==> config.mk <==
export PLATFORM = sky130hd
export DESIGN_NAME = rf_port_ctrl
export DESIGN_NICKNAME = d
export VERILOG_FILES = /design/src/rtl/rf_port_ctrl.sv
export SDC_FILE = /design/constraint.sdc
export NUM_CORES = 1
export LEC_CHECK = 0
export ABC_AREA = 0
export CORE_MARGIN = 4
export CORE_UTILIZATION = 29
export CTS_CLUSTER_SIZE = 30
export DETAILED_ROUTE_END_ITERATION = 16
export GPL_ROUTABILITY_DRIVEN = 0
export PLACE_DENSITY = 0.78
export SYNTH_ARGS = -nofsm -noshare
export SYNTH_HDL_FRONTEND = slang
export SYNTH_SLANG_ARGS = --single-unit
==> constraint.sdc <==
create_clock -name clk -period 1.9 [get_ports clk]
set_input_delay 0.19 -clock clk [delete_from_list [all_inputs] [get_ports clk]]
set_output_delay 0.19 -clock clk [all_outputs]
set_load 0.05 [all_outputs]
==> src/rtl/rf_port_ctrl.sv <==
// Write-port arbiter for the 32x32 integer register file: writeback, bulk-clear
// sequencer and debug-host writes share the single write port.
module rf_port_ctrl #(
   parameter int STARVE_LIMIT = 8,
   parameter int CNT_W        = 8
) (
   input  logic        clk,
   input  logic        rst_n,
   input  logic        wb_we,
   input  logic [4:0]  wb_addr,
   input  logic [31:0] wb_data,
   input  logic        clr_start,
   input  logic        dbg_req,
   input  logic [4:0]  dbg_addr,
   input  logic [31:0] dbg_wdata,
   output logic        rf_we,
   output logic [4:0]  rf_wraddr,
   output logic [31:0] rf_wrdata,
   output logic        dbg_ack,
   output logic        clr_busy,
   output logic        clr_done,
   output logic        stall_req
);

   typedef enum logic [1:0] {IDLE, CLEAR, ACK} state_t;

   localparam logic [CNT_W-1:0] LIMIT = CNT_W'(STARVE_LIMIT);

   state_t           state;
   logic [4:0]       ptr;
   logic [CNT_W-1:0] cnt;
   logic             clr_go;
   logic             clr_wr;
   logic             grant;

   assign clr_go = clr_start && (state != CLEAR);
   assign clr_wr = (state == CLEAR) && !wb_we;
   // A clear request in the same cycle beats a pending debug write.
   assign grant  = (state == IDLE) && dbg_req && !wb_we && !clr_start;

   always_comb begin
      rf_we     = 1'b0;
      rf_wraddr = 5'd0;
      rf_wrdata = 32'd0;
      if (wb_we) begin
         rf_we     = 1'b1;
         rf_wraddr = wb_addr;
         rf_wrdata = wb_data;
      end else if (state == CLEAR) begin
         rf_we     = 1'b1;
         rf_wraddr = ptr;
      end else if (grant && dbg_addr != 5'd0) begin
         rf_we     = 1'b1;
         rf_wraddr = dbg_addr;
         rf_wrdata = dbg_wdata;
      end
   end

   assign stall_req = clr_busy || (cnt == LIMIT);

   always_ff @(posedge clk or negedge rst_n) begin
      if (!rst_n) begin
         state    <= IDLE;
         ptr      <= 5'd1;
         cnt      <= '0;
         dbg_ack  <= 1'b0;
         clr_busy <= 1'b0;
         clr_done <= 1'b0;
      end else begin
         dbg_ack  <= 1'b0;
         clr_done <= 1'b0;
         case (state)
            IDLE, ACK: begin
               if (clr_go) begin
                  state    <= CLEAR;
                  ptr      <= 5'd1;
                  clr_busy <= 1'b1;
               end else if (grant) begin
                  state   <= ACK;
                  dbg_ack <= 1'b1;
               end else begin
                  state <= IDLE;
               end
            end
            CLEAR: begin
               // Writeback steals the port; the pointer simply waits.
               if (clr_wr) begin
                  if (ptr == 5'd31) begin
                     state    <= IDLE;
                     ptr      <= 5'd1;
                     clr_busy <= 1'b0;
                     clr_done <= 1'b1;
                  end else begin
                     ptr <= ptr + 5'd1;
                  end
               end
            end
            default: state <= IDLE;
         endcase

         if (grant)
            cnt <= '0;
         else if (state == IDLE && dbg_req && cnt != LIMIT)
            cnt <= cnt + 1'b1;
      end
   end

endmodule

==> impl_metrics.json <==
{
  "htree_levels": 1,
  "finalWorstSetupSlack_ns": -0.269,
  "drcViolationCount": 0,
  "skew_ns": 0.00486,
  "wl_per_cell_um": 19.6,
  "drv_slew": 0,
  "clkLatencyLatePin_ns": 0.26,
  "grt_max_degree": 36,
  "fin_hold_ws_ns": 0.263,
  "critical_path_class": "register to primary output",
  "synth_xor_area_frac": 0,
  "start_util": 0.302,
  "power.density_mw_per_mm2": 736,
  "post-route-period-util": 1.14,
  "synth_top_area_cell": "dfrtp_1",
  "fin_crit_ns": 2.17,
  "synth_top_flop_cell": "dfrtp_1",
  "required_ns": 1.71,
  "ys_top_cells_by_area": "dfrtp_1 (30%), a22o_1 (20%), o21ai_0 (6.6%)",
  "drive_gt1_frac": 0.430,
  "ios": 121,
  "ant_nets": 0,
  "synth_cell_types": 37,
  "muxShareOfSynthArea": 0.0209,
  "syn-num-nets": 247,
  "drv_cap": 0,
  "async_flop_share": 1.00,
  "yosys.area.top_type_share": 0.296,
  "syn2layout_area_growth_pct": 170,
  "status": "finished with violations",
  "die_area_mm2": 0.00615,
  "yosysWarnings": 0,
  "slew_headroom": 0.643,
  "layout_common_cells": "clkdlybuf4s50_1 (77), buf_12 (40), a22o_4 (32)",
  "rsz0062_at_grt": "yes",
  "core_area_mm2": 0.00475,
  "fp.dieW_um": 78.4,
  "grt_usage": 0.215,
  "endpoint_kind": "primary output",
  "port_buffers": 120,
  "first_pass_iters": 4,
  "clk_pin_slew_worst_paths_ns": 0.07,
  "ys_ff_latch": 18,
  "syn_inst": 164,
  "critPathLaunch": "state[0]",
  "num_vias": 1996,
  "die_h_um": 78.4,
  "final_common_cell": "clkdlybuf4s50_1",
  "seq_area_frac_synth": 0.314,
  "grt_pass1_vias": 1955,
  "violations": "setup timing",
  "finalHoldViolCount": 0,
  "synth_area_mm2": 0.00144,
  "setup_viol": 34,
  "synth_simple_gate_area_share": 0.192,
  "power_leakage_nw": 1.62,
  "vdd.ir_drop.worst_v": 0.000721,
  "dr.first_iter.drc_count": 80,
  "synth_top_family_by_area": "compound AO/OA/AOI/OAI gates",
  "cts_made_buffers": 3,
  "reg2reg_from": "state[1]",
  "clock-sinks": 18,
  "max_clock_freq_mhz": 461,
  "worstSetupStartpointType": "register",
  "ctsRootBufferMaster": "clkbuf_8",
  "tritoncts": "done",
  "grt_overflow": 0,
  "fp-row-count": 25,
  "syn-mean-instance-area_um2": 8.77,
  "nets": 391,
  "synth_edf_count": 0,
  "routed_wirelength_um": 7310,
  "grt_pass1_wl_um": 10200,
  "crit_arrival_ns": 1.98,
  "dp_hpwl_um": 5390,
  "min-delay-path-class": "input pin to asynchronous set/reset pin",
  "antenna_found_initial": 0,
  "worstMarginPinSlew_ns": 0.535,
  "critPathMaxFanout": 8,
  "setup_tns_ns": -8.59,
  "num_antenna_cells": 0,
  "avgViaCountPerCell": 5.34,
  "synthAdderAreaFrac": 0.0348,
  "synth_compound_area_frac": 0.365,
  "clockBufferDepth": 2
}
-- kinds of logic (layout without fill, tap and decap cells) --
family | count (synthesis) | count (layout)
mux | 3 | 3
fa+ha+maj | 4 | 4
simple gates | 47 | 47
buf+inv | 21 | 164
flops | 18 | 18
compound gates | 71 | 71
-- cell type report --
| cell class | instances | area, um^2 |
|---|---|---|
| Timing Repair Buffer | 152 | 1920 |
| Multi-Input combinational cell | 125 | 1340 |
| Fill cell | 272 | 880 |
| Sequential cell | 18 | 453 |
| Tap cell | 67 | 83.8 |
| Clock buffer | 4 | 45.0 |
| Inverter | 8 | 30.0 |
-- registers in the layout (all words and copies together), names as in the netlist --
signal / count
clr_done: 1
clr_busy: 1
state: 2
ptr: 5
cnt: 8
dbg_ack: 1
-- through the flow --
| step | power (W) | cells | setup slack (ns) | instance area (um^2) | utilization |
|---|---|---|---|---|---|
| after CTS | 0.00270 | 367 | -0.345 | 3710 | 0.781 |
| after global routing | 0.00299 | 374 | -0.332 | 3870 | 0.815 |
| final | 0.00285 | 374 | -0.269 | 3870 | 0.815 |
| after floorplan | 0.00151 | 164 | -0.0205 | 1750 | - |
| after detailed placement | 0.00231 | 359 | -0.370 | 3520 | 0.740 |
| after global placement | 0.00227 | 359 | -0.357 | 3520 | 0.740 |
-- power breakdown --
| part | leakage, nW | internal, W | switching, W |
|---|---|---|---|
| logic | 1.37 | 0.000997 | 0.000940 |
| registers | 0.228 | 0.000503 | 0.000133 |
| clock network | 0.0228 | 0.000149 | 0.000129 |
-- per-layer routing --
layer  routed length (um)  GRT usage
met1                 2560      0.229
met2                 4230      0.426
met3                  353     0.0459
met4                  169     0.0524
met5                    0          0
-- Yosys cell counts, types with 2 or more instances --
| library cell | count |
|---|---|
| mux2i_1 | 3 |
| nor3_1 | 3 |
| or4b_1 | 2 |
| nand2_1 | 10 |
| o21ai_0 | 19 |
| nor4_1 | 2 |
| nor2_1 | 7 |
| buf_6 | 3 |
| nor4b_1 | 2 |
| a31oi_1 | 2 |
| dfrtp_1 | 17 |
| nand3_1 | 4 |
| a32oi_1 | 4 |
| nand2b_1 | 2 |
| inv_1 | 8 |
| clkbuf_1 | 7 |
| buf_2 | 3 |
| a21oi_1 | 8 |
| or4_1 | 2 |
| a22o_1 | 33 |
| ha_1 | 4 |
| or3_1 | 3 |
| nor2b_1 | 2 |
-- timing repair --
item	in CTS	in global routing
hold buffers	0	0
endpoints found under the setup margin	38	41
setup buffers	3	7
cloned	2	1
resized for setup	16	18
pin swaps	4	8
-- worst max-delay path: stages, from the launching register on --
cell       delay (ns)
dfrtp_1          0.38
or4b_4           0.55
a211oi_4         0.22
buf_6            0.16
clkbuf_16        0.16
a22o_4           0.12
buf_12           0.13
-- path summary, 6_finish.rpt --
check                                end  slack (ns)  cells past startpoint
min in group clk                state[1]        0.36                      2
max in group asynchronous         ptr[0]        1.37                      2
hold reg to reg                 clr_busy        0.52                      2
setup reg to reg                  cnt[5]        0.06                      5
setup / recovery           rf_wrdata[12]       -0.27                      6
hold / removal                    cnt[4]        0.26                      2
No activity file was read; power rests on OpenSTA's default activity.
